`config.mk`:
```
export PLATFORM = sky130hd
export DESIGN_NAME = timer_counter
export DESIGN_NICKNAME = d
export VERILOG_FILES = /design/src/rtl/timer_pkg.sv /design/src/rtl/timer_prescaler.sv /design/src/rtl/timer_counter.sv
export SDC_FILE = /design/constraint.sdc
export NUM_CORES = 1
export LEC_CHECK = 0
export ABC_AREA = 1
export BUFFER_PORTS_ARGS = -buffer_cell sky130_fd_sc_hd__clkbuf_2
export CAP_MARGIN = 40
export CORE_MARGIN = 5
export CORE_UTILIZATION = 30
export CTS_BUF_LIST = sky130_fd_sc_hd__clkbuf_8 sky130_fd_sc_hd__clkbuf_16
export DETAILED_ROUTE_END_ITERATION = 7
export PLACE_DENSITY = 0.62
export RECOVER_POWER = 50
export SYNTH_ARGS = -nofsm -noshare
export SYNTH_HDL_FRONTEND = slang
export SYNTH_SLANG_ARGS = --single-unit
```
`constraint.sdc`:
```
create_clock -name clk -period 3.55 [get_ports clk]
set_clock_uncertainty 0.05 [all_clocks]
set_input_delay 0.355 -clock clk [delete_from_list [all_inputs] [get_ports clk]]
set_output_delay 0.355 -clock clk [all_outputs]
set_load 0.01 [all_outputs]
```
`src/rtl/timer_pkg.sv`:
```
// Shared constants for the timer counting stage: widths, divider limit and
// the bit positions of the TDR0/TDR1 halves within the 64-bit counter.
package timer_pkg;

  localparam int CNT_W   = 64;
  localparam int PSC_W   = 8;
  localparam int DIV_MAX = 8;

  localparam int HALF_W   = CNT_W / 2;
  localparam int TDR0_LSB = 0;
  localparam int TDR1_LSB = HALF_W;

endpackage : timer_pkg

```
`src/rtl/timer_prescaler.sv`:
```
// Clock-divider prescaler: produces a one-cycle count tick every 2^div_val
// active cycles, or every active cycle when the divider is disabled.
module timer_prescaler
  import timer_pkg::*;
#(
  parameter int P_PSC_W   = PSC_W,
  parameter int P_DIV_MAX = DIV_MAX
) (
  input  logic       clk,
  input  logic       rst_n,
  input  logic       active,
  input  logic       timer_en,
  input  logic       div_en,
  input  logic [3:0] div_val,
  output logic       tick
);

  logic [3:0]         w_div_eff;
  logic [P_PSC_W-1:0] w_limit;
  logic               w_at_limit;
  logic [P_PSC_W-1:0] r_psc;

  // Out-of-range exponents fall back to the largest legal divider.
  assign w_div_eff  = (div_val > 4'(P_DIV_MAX)) ? 4'(P_DIV_MAX) : div_val;
  assign w_limit    = ~({P_PSC_W{1'b1}} << w_div_eff);
  // >= also recovers cleanly if div_val shrinks while the prescaler is mid-period.
  assign w_at_limit = (r_psc >= w_limit);

  assign tick = active & (~div_en | w_at_limit);

  always_ff @(posedge clk) begin
    if (!rst_n) begin
      r_psc <= '0;
    end else if (!timer_en || !div_en) begin
      r_psc <= '0;
    end else if (active) begin
      r_psc <= w_at_limit ? '0 : r_psc + 1'b1;
    end
  end

endmodule : timer_prescaler

```
`src/rtl/timer_counter.sv`:
```
// 64-bit free-running counter with prescaled tick, one-cycle-late TDR half
// reloads, registered compare-match and debug-halt acknowledge.
module timer_counter
  import timer_pkg::*;
#(
  parameter int CNT_W   = timer_pkg::CNT_W,
  parameter int PSC_W   = timer_pkg::PSC_W,
  parameter int DIV_MAX = timer_pkg::DIV_MAX
) (
  input  logic             clk,
  input  logic             rst_n,
  input  logic             timer_en,
  input  logic             div_en,
  input  logic [3:0]       div_val,
  input  logic             halt_req,
  input  logic             dbg_mode,
  input  logic [CNT_W-1:0] TDR,
  input  logic             tdr0_wr_en,
  input  logic             tdr1_wr_en,
  input  logic [CNT_W-1:0] tcmp,
  output logic [CNT_W-1:0] cnt_val,
  output logic             cmp_match,
  output logic             halt_ack
);

  logic             r_halt_ack;
  logic             r_ld0;
  logic             r_ld1;
  logic             r_cmp_match;
  logic [CNT_W-1:0] r_cnt;
  logic [CNT_W-1:0] w_cnt_next;
  logic             w_active;
  logic             w_tick;

  assign w_active = timer_en & ~r_halt_ack;

  timer_prescaler #(
    .P_PSC_W   (PSC_W),
    .P_DIV_MAX (DIV_MAX)
  ) u_prescaler (
    .clk      (clk),
    .rst_n    (rst_n),
    .active   (w_active),
    .timer_en (timer_en),
    .div_en   (div_en),
    .div_val  (div_val),
    .tick     (w_tick)
  );

  // Increment first so a lone ld0 still lets the pre-load lower-half carry
  // reach the upper half; loaded halves then override the sum.
  always_comb begin
    w_cnt_next = r_cnt + {{(CNT_W-1){1'b0}}, w_tick};
    if (r_ld0) w_cnt_next[TDR0_LSB +: HALF_W] = TDR[TDR0_LSB +: HALF_W];
    if (r_ld1) w_cnt_next[TDR1_LSB +: HALF_W] = TDR[TDR1_LSB +: HALF_W];
  end

  always_ff @(posedge clk) begin
    if (!rst_n) begin
      r_halt_ack  <= 1'b0;
      r_ld0       <= 1'b0;
      r_ld1       <= 1'b0;
      r_cmp_match <= 1'b0;
      r_cnt       <= '0;
    end else begin
      r_halt_ack  <= halt_req & dbg_mode;
      r_ld0       <= tdr0_wr_en;
      r_ld1       <= tdr1_wr_en;
      r_cmp_match <= (r_cnt == tcmp);
      r_cnt       <= w_cnt_next;
    end
  end

  assign cnt_val   = r_cnt;
  assign cmp_match = r_cmp_match;
  assign halt_ack  = r_halt_ack;

endmodule : timer_counter
```
# [Word-level counts from Yosys, hierarchy flattened]
# Index checks and enable logic that the tools add are counted.
[classes] magnitude_cmp=2 reduce_logical=4 bitwise_logic=8 n_eq_ne=1 n_mux=4 add_sub_neg=2 n_shift=1
[ops] cell="64-bit by 1-bit adder with 64-bit output" count=1
[ops] cell="64-bit == test" count=1
[ops] cell="32-bit 2-to-1 mux" count=2
[ops] cell="8-bit by 1-bit adder with 8-bit output, second input constant" count=1
[ops] cell="8-bit >= comparator" count=1
[ops] cell="8-bit 2-to-1 mux" count=1
[ops] cell="8-bit NOT" count=1
[ops] cell="8-bit by 4-bit << shifter with 8-bit output, first input constant" count=1
[ops] cell="4-bit greater-than comparator, second input constant" count=1
[ops] cell="4-bit 2-to-1 mux" count=1
[ops] cell="1-bit AND" count=3
[ops] cell="1-bit NOT" count=3
[ops] cell="1-bit zero test" count=2
[ops] cell="2-bit OR reduction" count=1
[ops] cell="1-bit logical OR" count=1
[ops] cell="1-bit bitwise OR" count=1
[totals] ff_bits=76 in_bits=140 elab_cells=28

# [Longest topological paths before layout]
# Gate-level depths: netlist (run 1).
[depth] ltp_word=9 mapped_depth=23 ltp_nobuf=23

# [By module]
# A second synthesis (run 1) with hierarchy kept.
[hier_totals] cells_unflattened=1101 hier_area_um2=6256.0
[by_module_without_submodules] module="timer_counter" cells_per_inst=1013 seq_area_each_um2=1361.3 n_inst=1 area_per_inst_um2=5630.4
[by_module_without_submodules] module="timer_prescaler" cells_per_inst=88 seq_area_each_um2=160.2 n_inst=1 area_per_inst_um2=625.6

# [Worst setup path before layout (run 1)]
# Ideal clock, no wire load.
[synth_timing] path_kind="input -> register" from="input port div_val[3]" to="register r_cnt[32], in the netlist cnt_val[32]" cell_stages=21 t_required_ns=3.386 path_slack_ns=0.698 setup_ns=0.114 arrival_time_ns=2.688 path_cell_list="nor2_1 > nand2_1 > ha_1 > inv_1 > a21boi_0 > nor2_1 > o21ai_0 > nand2_1 > nand2_1 > nand2_1 > o21ai_0 > ha_1 > ha_1 > inv_1 > nor2_8 > nand2_4 > nor2_8 > nand2_1 > xor2_1 > o21bai_1 > inv_1"
[synth_via] elab_chain_cells=9
[synth_lines] element="start: declaration" line="timer_counter.sv:14" source="input logic [3:0] div_val,"
[synth_lines] element="4-bit greater-than comparator" line="timer_prescaler.sv:24" source="assign w_div_eff = (div_val > 4'(P_DIV_MAX)) ? 4'(P_DIV_MAX) : div_val;"
[synth_lines] element="4-bit 2-to-1 mux *" line="timer_prescaler.sv:24"
[synth_lines] element="8-bit by 4-bit << shifter with 8-bit output *" line="timer_prescaler.sv:25" source="assign w_limit = ~({P_PSC_W{1'b1}} << w_div_eff);"
[synth_lines] element="8-bit NOT *" line="timer_prescaler.sv:25"
[synth_lines] element="8-bit >= comparator *" line="timer_prescaler.sv:27" source="assign w_at_limit = (r_psc >= w_limit);"
[synth_lines] element="1-bit bitwise OR *" line="timer_prescaler.sv:29" source="assign tick = active & (~div_en | w_at_limit);"
[synth_lines] element="1-bit AND *" line="timer_prescaler.sv:29"
[synth_lines] element="64-bit by 1-bit adder with 64-bit output *" line="timer_counter.sv:53" source="w_cnt_next = r_cnt + {{(CNT_W-1){1'b0}}, w_tick};"
[synth_lines] element="32-bit 2-to-1 mux *" line="timer_counter.sv:55" source="if (r_ld1) w_cnt_next[TDR1_LSB +: HALF_W] = TDR[TDR1_LSB +: HALF_W];"
[synth_lines] element="end signal: assignment" line="timer_counter.sv:70" source="r_cnt <= w_cnt_next;"
[synth_lines] element="end: declaration" line="timer_counter.sv:30" source="logic [CNT_W-1:0] r_cnt;"
# Every way passes the cells marked *; elsewhere a longest branch is shown, timed or not.
# A chain may end at the register's enable or synchronous reset.

# [Final worst setup path (run 1)]
[layout_timing] from="register u_prescaler.r_psc[0]" to="register r_cnt[32], in the netlist cnt_val[32]"
[layout_via] elab_chain_cells=5
[layout_lines] element="start: declaration" line="timer_prescaler.sv:21" source="logic [P_PSC_W-1:0] r_psc;"
[layout_lines] element="start signal: assignment" line="timer_prescaler.sv:37" source="r_psc <= w_at_limit ? '0 : r_psc + 1'b1;"
[layout_lines] element="8-bit >= comparator" line="timer_prescaler.sv:27"
[layout_lines] element="1-bit bitwise OR" line="timer_prescaler.sv:29"
[layout_lines] element="1-bit AND" line="timer_prescaler.sv:29"
[layout_lines] element="64-bit by 1-bit adder with 64-bit output" line="timer_counter.sv:53"
[layout_lines] element="32-bit 2-to-1 mux" line="timer_counter.sv:55"
# No other way between the ends.

==> results of run 1 <==
==> cells in the mapped netlist, drive strengths merged <==
| master | n |
|---|---|
| nand2 | 307 |
| nor2 | 271 |
| inv | 134 |
| o21ai | 86 |
| dfxtp | 76 |
| nand3 | 42 |
| xor2 | 40 |
| a21oi | 20 |
| xnor2 | 17 |
| clkbuf | 15 |
| nand4 | 15 |
| ha | 11 |
| o21bai | 10 |
| o22ai | 5 |
| buf | 3 |
| nand3b | 2 |
| nor3 | 2 |
| a211oi | 1 |
| a21boi | 1 |
| a31oi | 1 |
| and3 | 1 |
| clkinv | 1 |
| o211ai | 1 |
| o21a | 1 |
==> path summary, 6_finish.rpt <==
| kind | start | depth (start not counted) | to | slack, ps |
|---|---|---|---|---|
| setup / recovery | u_prescaler.r_psc[0] | 20 | cnt_val[32] | 550 |
| hold reg to reg | u_prescaler.r_psc[7] | 2 | u_prescaler.r_psc[7] | 490 |
| hold / removal | tdr0_wr_en | 3 | r_ld0 | 130 |
| setup reg to reg | u_prescaler.r_psc[0] | 20 | cnt_val[32] | 550 |
==> cell families (layout without fill, tap and decap cells) <==
logic type	count (synthesis)	in the layout	synth area share, %
buffers and inverters	153	363	9.53
xor gates and xnor gates	57	57	8.26
AOI/OAI and AO/OA	126	126	11.1
DFF	76	76	25.2
and+or+nand+nor	640	640	43.6
adders and majority gates	11	11	2.28
==> per-stage QoR <==
step           cells  instance area [µm²]  util (%)  total power (µW)  hold WS, ps
2_1_floorplan   1063                 6040         -              1240          403
4_1_cts         1543                 7750      38.7              2640          121
5_1_grt         1543                 7660      38.2              2720          152
3_3_place_gp    1527                 7400      36.9              1520          469
6_report        1543                 7660      38.2              2610          128
3_5_place_dp    1527                 7400      36.9              1520          481
==> power by group through the flow <==
| stage | Clock (µW) | Combinational [µW] | Sequential, µW |
|---|---|---|---|
| 2_1_floorplan | 0 | 234 | 1010 |
| 3_3_place_gp | 0 | 487 | 1030 |
| 3_5_place_dp | 0 | 491 | 1030 |
| 4_1_cts | 1140 | 493 | 1010 |
| 5_1_grt | 1160 | 536 | 1020 |
| 6_report | 1120 | 480 | 1010 |
==> worst max-delay path, delay by kind of cell (launching register included) <==
family	cells	cell delay, ps
and+or+nand+nor	8	850
buffers and inverters	4	280
AOI/OAI and AO/OA	4	510
adders and majority gates	3	700
DFF	1	350
xor gates and xnor gates	1	160
==> layer usage <==
metal  global-route usage (%)  vias up  wire, µm
met3                     4.47       48      2080
met1                     29.6     3237     11700
met2                     36.7      293     12300
li1                         -     3709         -
met5                        0        -         0
met4                     9.38        0      1070
==> area by class of cell <==
cell class                 instances  share of cell area [%]
multi-input combinational        834                    51.5
sequential                        76                    19.9
timing repair buffer             212                    13.1
inverter                         135                    6.61
tap                              270                    4.41
clock buffer                       9                    2.94
clock inverter                     7                    1.60
==> sequential cells by signal, summed over array words and instances (netlist names) <==
signal             flops
cmp_match              1
r_ld1                  1
u_prescaler.r_psc      8
cnt_val               64
halt_ack               1
r_ld0                  1
==> reports/summary.txt, run 1 <==
first-pass GRT wire length: 40,500 µm
Internal Power: 1790 µW
syn_area_per_cell: 5.68 µm²
Initial Util: 30.1%
post-DR vias/cell: 4.72
number of global-route vias before repair: 7,057
Die W: 152 µm
Final period util: 84.6%
pre-CTS WS: 232 ps
Post-Syn Nets: 1,214
Tightest Pin Transition: 1170 ps
area delta synth->final: 26.8%
post-CTS setup buffer count: 0
filler instances: 2,351
core area: 20,000 µm²
Switching Fraction: 31.5%
Pins Over Slew Limit: 0
die height: 152 µm
Area contributors post-synth: dfxtp_1, nand2_1, nor2_1
Detailed Place HPWL: 22,900 µm
DR vias: 7,287
Psw: 823 µW
#FFs+latches synth: 76
CP arrival: 3200 ps
Die Footprint: 23,100 µm²
RSZ-0062 raised after global routing: false
clk slew on worst S/H paths: 70 ps
slew margin rel.: 21.8%
post-synth top area share: 25.2%
Crit-path slowest cell: dfxtp_1
Clock Latency Late Sink: 360 ps
post-synth cell types: 32
Routed WL: 27,100 µm
Port Buffers: 205
diode count: 0
clock network fraction of total power: 42.9%
GRT Residual Overflow: 0
CTS resizes: 0
most frequent cells in the layout: nand2_1, nor2_1, clkbuf_2, inv_1, dfxtp_1
Crit path largest cell delay: 350 ps
crit path max fanout: 6
largest net degree at the start of global routing: 43
# clock sinks: 76
DR WL/cell: 17.6 µm
CTS tree: yes
Core Rows: 52
nature of the critical path endpoint: flip-flop
pwr dens: 341 nW/µm²
sequence of cells on the critical path: inv_1, ha_1, inv_1, a21boi_0, nor2_1, o21ai_0, nand2_1, nand2_1, nand2_1, o21ai_0, ha_1, ha_1, inv_1, nor2_8, nand2_4, nor2_8, nand2_1, xor2_1, o21bai_1, inv_1
cell taking the most area after synthesis: dfxtp_1
nets: 1,419
commonest non-fill, non-tap cell in the layout: nand2_1
share of layout cells above drive strength 1: 14.6%
# DRC: 0
maxcap violations: 0
# hold bufs at CTS: 0
Seq/Total Area, Yosys: 25.2%
Req. time, crit path: 3750 ps
clk buf depth: 2
Worst setup SP type: flip-flop
fmax: 333 MHz
Setup TNS: 0 ps
RePlAce Congestion: 0.986
initial antenna violation count: 0
initial DRC count: 515
Combinational Power Share: 18.4%
gr usage total: 22.7%
Final ANT Viol Nets: 0
Leakage: 0.00360 µW
Final WS setup: 546 ps
H-tree depth: 3
I/O pins: 206
Tmin final: 3000 ps
Crit Path Class: reg2reg
Min-Delay Path Class: in2reg
run status: completed
Seq pwr share: 38.7%
Syn Inst Count: 1,063
final hold viol count: 0
area of the multi-input gates: 3940 µm²
CTS buffer count: 9
register area: 1520 µm²
YS warnings: 0
Finish-stage setup viols: 0
Root Driver: clkbuf_16
cell area after synthesis: 6040 µm²
worst vdd ir: 0.229 mV
Initial DRT Pass Iterations: 8
Power figures use the tool's default switching activity.
==> inputs of run 2 (changes only) <==
ABC_AREA = 0   (was 1)
PLACE_DENSITY = 0.64   (was 0.62)
clock period = 2.9 ns   (was 3.55 ns; I/O delays follow)
==> run 2 against run 1 <==
Fmax increased by 5.6%. Clock power increased by 28%. Via count decreased by 16%. Combinational power increased by 24%.
==> reports/summary.txt, run 2 <==
Area after DPL: 7000 µm² (was 7400 µm²)
Final ANT Viol Nets: 0 (unchanged)
number of cells on the worst reg-to-reg path: 16 (was 20)
run status: completed (unchanged)
fmax: 351 MHz (was 333 MHz)
area of the multi-input gates: 3740 µm² (was 3940 µm²)
Min-Delay Path Class: in2reg (unchanged)
first-pass GRT wire length: 32,800 µm (was 40,500 µm)
pwr dens: 437 nW/µm² (was 341 nW/µm²)
share of layout cells above drive strength 1: 29.5% (was 14.6%)
overall power: 3240 µW (was 2610 µW)
CP arrival: 3020 ps (was 3200 ps)
nature of the critical path endpoint: flip-flop (unchanged)
Setup TNS: 0 ps (unchanged)
Initial Util: 30.7% (was 30.1%)
count leader, synth: dfxtp_1 (was nand2_1)
final hold viol count: 0 (unchanged)
#FFs+latches synth: 76 (unchanged)
# hold bufs at CTS: 0 (unchanged)
YS warnings: 0 (unchanged)
nets: 1,068 (was 1,419)
post-DR vias/cell: 5.34 (was 4.72)
Hold Path Depth: 2 (was 3)
slew margin rel.: 19.8% (was 21.8%)
register area: 1520 µm² (about the same)
clk slew on worst S/H paths: 60 ps (was 70 ps)
RePlAce Congestion: 0.906 (was 0.986)
gr usage total: 20.7% (was 22.7%)
filler instances: 1,796 (was 2,351)
Worst setup SP type: flip-flop (unchanged)
Post-synth top cells: dfxtp_1, nor2_1, xnor2_1 (was nand2_1, nor2_1, inv_1)
core area: 17,400 µm² (was 20,000 µm²)
Die W: 143 µm (was 152 µm)
post-synth cell types: 58 (was 32)
Tightest Pin Transition: 1200 ps (was 1170 ps)
die height: 143 µm (was 152 µm)
GRT Residual Overflow: 0 (unchanged)
H-tree depth: 3 (unchanged)
maxcap violations: 0 (unchanged)
syn_area_per_cell: 7.82 µm² (was 5.68 µm²)
Routed WL: 22,100 µm (was 27,100 µm)
Synth Flop Type: dfxtp_1 (unchanged)
most frequent cells in the layout: clkbuf_2, dfxtp_1, nor2_1, clkbuf_1, xnor2_1 (was nand2_1, nor2_1, clkbuf_2, inv_1, dfxtp_1)
Post-synth EDFFs: 0 (unchanged)
DR vias: 6,122 (was 7,287)
Port Buffers: 205 (unchanged)
# DRC: 0 (unchanged)
CTS tree: yes (unchanged)
Root Driver: clkbuf_16 (unchanged)
Clock Latency Late Sink: 340 ps (was 360 ps)
initial antenna violation count: 1 (was 0)
Leakage: 0.00295 µW (was 0.00360 µW)
Finished Cell Area: 7420 µm² (was 7660 µm²)
Initial DRT Pass Iterations: 5 (was 8)
commonest non-fill, non-tap cell in the layout: clkbuf_2 (was nand2_1)
Pins Over Slew Limit: 0 (unchanged)
Req. time, crit path: 3070 ps (was 3750 ps)
Syn Inst Count: 682 (was 1,063)
cell taking the most area after synthesis: dfxtp_1 (unchanged)
area delta synth->final: 39.1% (was 26.8%)
CTS buffer count: 9 (unchanged)
Crit Path Class: reg2reg (unchanged)
Finish-stage setup viols: 0 (unchanged)
Die Footprint: 20,600 µm² (was 23,100 µm²)
diode count: 0 (unchanged)
Detailed Place HPWL: 17,400 µm (was 22,900 µm)
worst vdd ir: 0.303 mV (was 0.229 mV)
clk buf depth: 2 (unchanged)
Core Rows: 48 (was 52)
Seq/Total Area, Yosys: 28.5% (was 25.2%)
max reg flops: 64 (unchanged)
I/O pins: 206 (unchanged)
Tmin final: 2840 ps (was 3000 ps)
Final period util: 98.1% (was 84.6%)
DR WL/cell: 19.2 µm (was 17.6 µm)
initial DRC count: 348 (was 515)
number of global-route vias before repair: 5,749 (was 7,057)
crit path max fanout: 4 (was 6)
cell area after synthesis: 5340 µm² (was 6040 µm²)
largest net degree at the start of global routing: 64 (was 43)
# clock sinks: 76 (unchanged)
Post-Syn Nets: 833 (was 1,214)
post-synth top area share: 28.5% (was 25.2%)
Synth async-reset ratio: 0% (unchanged)
Area contributors post-synth: dfxtp_1, xnor2_1, xor2_1 (was dfxtp_1, nand2_1, nor2_1)
==> run 2: final timing paths <==
check,from,to,slack (ps)
setup / recovery,u_prescaler.r_psc[0],cnt_val[54],60
hold / removal,tdr1_wr_en,r_ld1,100
setup reg to reg,u_prescaler.r_psc[0],cnt_val[54],60
hold reg to reg,u_prescaler.r_psc[7],u_prescaler.r_psc[7],520
==> run 2: metrics by stage <==
step | hold WS [ps] | util [%] | worst slack, ps | instances
after floorplan | 367 | - | -58.7 | 682
after global placement | 452 | 40.3 | -224 | 1128
after detailed placement | 455 | 40.3 | -283 | 1128
after CTS | 91.4 | 42.5 | 37.4 | 1144
after global routing | 119 | 42.8 | -57.3 | 1147
final | 100 | 42.8 | 55.0 | 1147
==> run 2: area by class of cell <==
type,count,area share [%]
multi-input combinational,535,50.4
sequential,76,20.5
timing repair buffer,268,18.8
tap,225,3.79
clock buffer,10,3.22
clock inverter,6,1.82
inverter,27,1.37
==> run 2: report_power, final <==
part | switching, µW | total (µW) | internal [µW]
logic | 334 | 595 | 261
clock network | 476 | 1430 | 952
registers | 112 | 1220 | 1110
==> run 2: cell families after synthesis <==
logic type | share of synthesized area (%)
adders and majority gates | 2.58
AOI/OAI and AO/OA | 15.0
buffers and inverters | 5.86
xor gates and xnor gates | 14.9
and+or+nand+nor | 30.4
muxes | 2.70
DFF | 28.5
==> run 2: what timing repair did <==
action | in CTS | in global routing
pin swaps | 0 | 5
hold endpoints to repair | 0 | 0
gates resized for setup | 2 | 26
endpoints found under the setup margin | 2 | 27
gates cloned | 0 | 0
buffers inserted | 0 | 3
==> run 2: critical path, stage by stage (launching register included) <==
cell	delay [ps]
dfxtp_2	340
inv_2	50
ha_4	250
nand2b_4	110
a21oi_2	50
o21a_1	190
o21ai_4	130
a21o_1	130
ha_4	160
ha_4	130
buf_4	110
nand3_1	120
nor4_2	310
buf_4	190
nand4_1	120
nor3b_1	220
a211oi_1	70
==> run 2: per-layer routing <==
layer	wire length [µm]	GRT usage, %	part of all wire [%]
met5	0	0	0
met1	9410	27.9	43
met2	9960	31.1	45
met4	1010	10.5	4.6
met3	1680	4.56	7.6
==> inputs of run 3 (changes only) <==
BUFFER_PORTS_ARGS = not set   (was -buffer_cell sky130_fd_sc_hd__clkbuf_2)
DONT_BUFFER_PORTS = 1   (was not set)
PLACE_DENSITY = 0.54   (was 0.64)
==> run 3 against run 2 <==
Via count decreased by 11%. Setup slack improved by 60 ps. Utilization decreased by 6.3 points. Wire length decreased by 0.61%. Worst hold slack got worse by 74 ps. Cell count decreased by 17%. Critical path type unchanged. Fmax increased by 2.2%. Sequential share of layout area increased by 3.5 points. Clock power decreased by 26%. Power decreased by 16%. Largest power group is now sequential cells.
==> reports/summary.txt, run 3 (synthesis results as in run 2) <==
gr usage total: 20.7% (about the same)
Routed WL: 21,900 µm (was 22,100 µm)
CP Launch Point: u_prescaler.r_psc[0] (unchanged)
CTS buffer count: 9 (unchanged)
final hold viol count: 0 (unchanged)
Final ANT Viol Nets: 0 (unchanged)
# DRC: 0 (unchanged)
Final period util: 96.0% (was 98.1%)
first-pass GRT wire length: 32,100 µm (was 32,800 µm)
DR WL met3: 1710 µm (was 1680 µm)
clk slew on worst S/H paths: 60 ps (about the same)
Psw: 849 µW (was 922 µW)
initial antenna violation count: 0 (was 1)
Switching Fraction: 31.2% (was 28.4%)
Tmin final: 2780 ps (was 2840 ps)
Leakage: 0.00213 µW (was 0.00295 µW)
min-delay src: tdr1_wr_en (unchanged)
Combinational Power Share: 16.0% (was 18.3%)
H-tree depth: 3 (unchanged)
worst hold slack: 26.2 ps (was 100 ps)
die height: 143 µm (unchanged)
Clock Latency Late Sink: 350 ps (was 340 ps)
DR vias: 5,464 (was 6,122)
maxcap violations: 0 (unchanged)
number of cells on the worst reg-to-reg path: 15 (was 16)
Detailed Place HPWL: 17,900 µm (was 17,400 µm)
overall power: 2720 µW (was 3240 µW)
crit path max fanout: 7 (was 4)
area delta synth->final: 18.6% (was 39.1%)
pwr dens: 430 nW/µm² (was 437 nW/µm²)
FF-to-FF End: cnt_val[52] (was cnt_val[54])
slew margin rel.: 39.4% (was 19.8%)
number of global-route vias before repair: 5,317 (was 5,749)
clk buf depth: 2 (unchanged)
CTS tree: yes (unchanged)
nature of the critical path endpoint: flip-flop (unchanged)
worst vdd ir: 0.261 mV (was 0.303 mV)
met2 wire length: 9780 µm (was 9960 µm)
Top delay family on crit path: simple AND/OR/NAND/NOR gates (unchanged)
most frequent cells in the layout: dfxtp_1, nor2_1, xnor2_1, nand4_1, o21ai_0 (was clkbuf_2, dfxtp_1, nor2_1, clkbuf_1, xnor2_1)
Root Driver: clkbuf_16 (unchanged)
initial DRC count: 375 (was 348)
Die Footprint: 20,600 µm² (unchanged)
nets: 873 (was 1,068)
Worst setup SP type: flip-flop (unchanged)
Pins Over Slew Limit: 0 (unchanged)
Die W: 143 µm (unchanged)
# hold bufs at CTS: 0 (unchanged)
# clock sinks: 76 (unchanged)
fmax: 359 MHz (was 351 MHz)
I/O pins: 206 (unchanged)
DR WL/cell: 23.0 µm (was 19.2 µm)
diode count: 0 (unchanged)
top routing layer in use: met4 (unchanged)
core area: 17,400 µm² (unchanged)
clock network fraction of total power: 39.0% (was 44.0%)
RePlAce Congestion: 0.920 (was 0.906)
Crit-path slowest cell: dfxtp_2 (unchanged)
sequence of cells on the critical path: inv_2, ha_4, nand2b_4, a21oi_1, o21a_1, o21ai_4, a21o_1, ha_4, ha_4, and3_4, nand2_8, nor4_4, buf_4, mux2_4, o211ai_1 (was inv_2, ha_4, nand2b_4, a21oi_2, o21a_1, o21ai_4, a21o_1, ha_4, ha_4, buf_4, nand3_1, nor4_2, buf_4, nand4_1, nor3b_1, a211oi_1)
max reg flops: 64 (unchanged)
commonest non-fill, non-tap cell in the layout: dfxtp_1 (was clkbuf_2)
Core Rows: 48 (unchanged)
post-DR vias/cell: 5.74 (was 5.34)
CP Capture Point: cnt_val[52] (was cnt_val[54])
Critical R2R Launch: u_prescaler.r_psc[0] (unchanged)
Req. time, crit path: 3120 ps (was 3070 ps)
Crit Path Class: reg2reg (unchanged)
crit-path most repeated cell: ha_4 (unchanged)
Tightest Pin Transition: 900 ps (was 1200 ps)
Min-Delay Path Class: in2reg (unchanged)
met1 WL: 9250 µm (was 9410 µm)
Initial DRT Pass Iterations: 4 (was 5)
Seq pwr share: 45.0% (was 37.6%)
Port Buffers: 0 (was 205)
Crit path largest cell delay: 330 ps (was 340 ps)
GRT Residual Overflow: 0 (unchanged)
worst path bufs/invs: 2 (was 3)
Critical Path Stages: 15 (was 16)
CP arrival: 3000 ps (was 3020 ps)
run status: completed (unchanged)
share of layout cells above drive strength 1: 12.7% (was 29.5%)
Finish-stage setup viols: 0 (unchanged)
Internal Power: 1870 µW (was 2320 µW)
Initial Util: 30.7% (unchanged)
largest net degree at the start of global routing: 65 (was 64)
Reg2Reg Setup Slack: 120 ps (was 60 ps)
==> run 3: power by group through the flow <==
stage	combinational [µW]	sequential [µW]	clock [µW]
floorplan	288	1240	0
global placement	445	1240	0
detailed placement	453	1250	0
CTS	456	1220	1090
global route	474	1240	1120
finish	436	1220	1060
==> run 3: worst reg2reg max path, delay by kind of cell, from the launching register on <==
family	cells	cell delay, ps
AOI/OAI and AO/OA	5	630
adders and majority gates	3	550
buffers and inverters	2	210
DFF	1	330
muxes	1	290
and+or+nand+nor	4	640
==> run 3: stage by stage <==
step	worst slack [ps]	TNS (ps)	std cells	instance area [µm²]	utilization, %
floorplan	-58.7	-58.7	682	5480	-
global route	-15.1	-32.6	952	6330	36.5
global placement	-100	-753	933	6050	34.8
finish	115	0	952	6330	36.5
detailed placement	-170	-1910	934	6060	34.9
CTS	7.39	0	950	6330	36.5
==> run 3: repair_timing <==
item / CTS / global route
setup buffers: 0 / 2
endpoints found under the hold margin: 0 / 0
gates resized for setup: 0 / 19
setup endpoints to repair: 0 / 20
==> run 3: worst min-delay path by stage <==
stage	end	slack (ps)	depth (start not counted)
2_1_floorplan	r_ld0	370	1
3_3_place_gp	cnt_val[57]	370	2
3_5_place_dp	r_ld1	380	1
4_1_cts	cnt_val[57]	10	2
5_1_grt	cnt_val[57]	20	2
6_report	r_ld1	30	1
==> run 3: layout make-up <==
cell class	count	area, µm²
clock buffers	10	239
repair buffers	73	450
inverters	27	101
well taps	225	282
flip-flops and latches	76	1520
fillers	1821	11000
multi-input cells	535	3700
clock inverters	6	32.5
==> run 3: metal layers <==
metal	GRT usage (%)	vias up
met2	31.8	216
met3	5.92	47
li1	-	2590
met5	0	-
met4	12.0	0
met1	26.0	2611
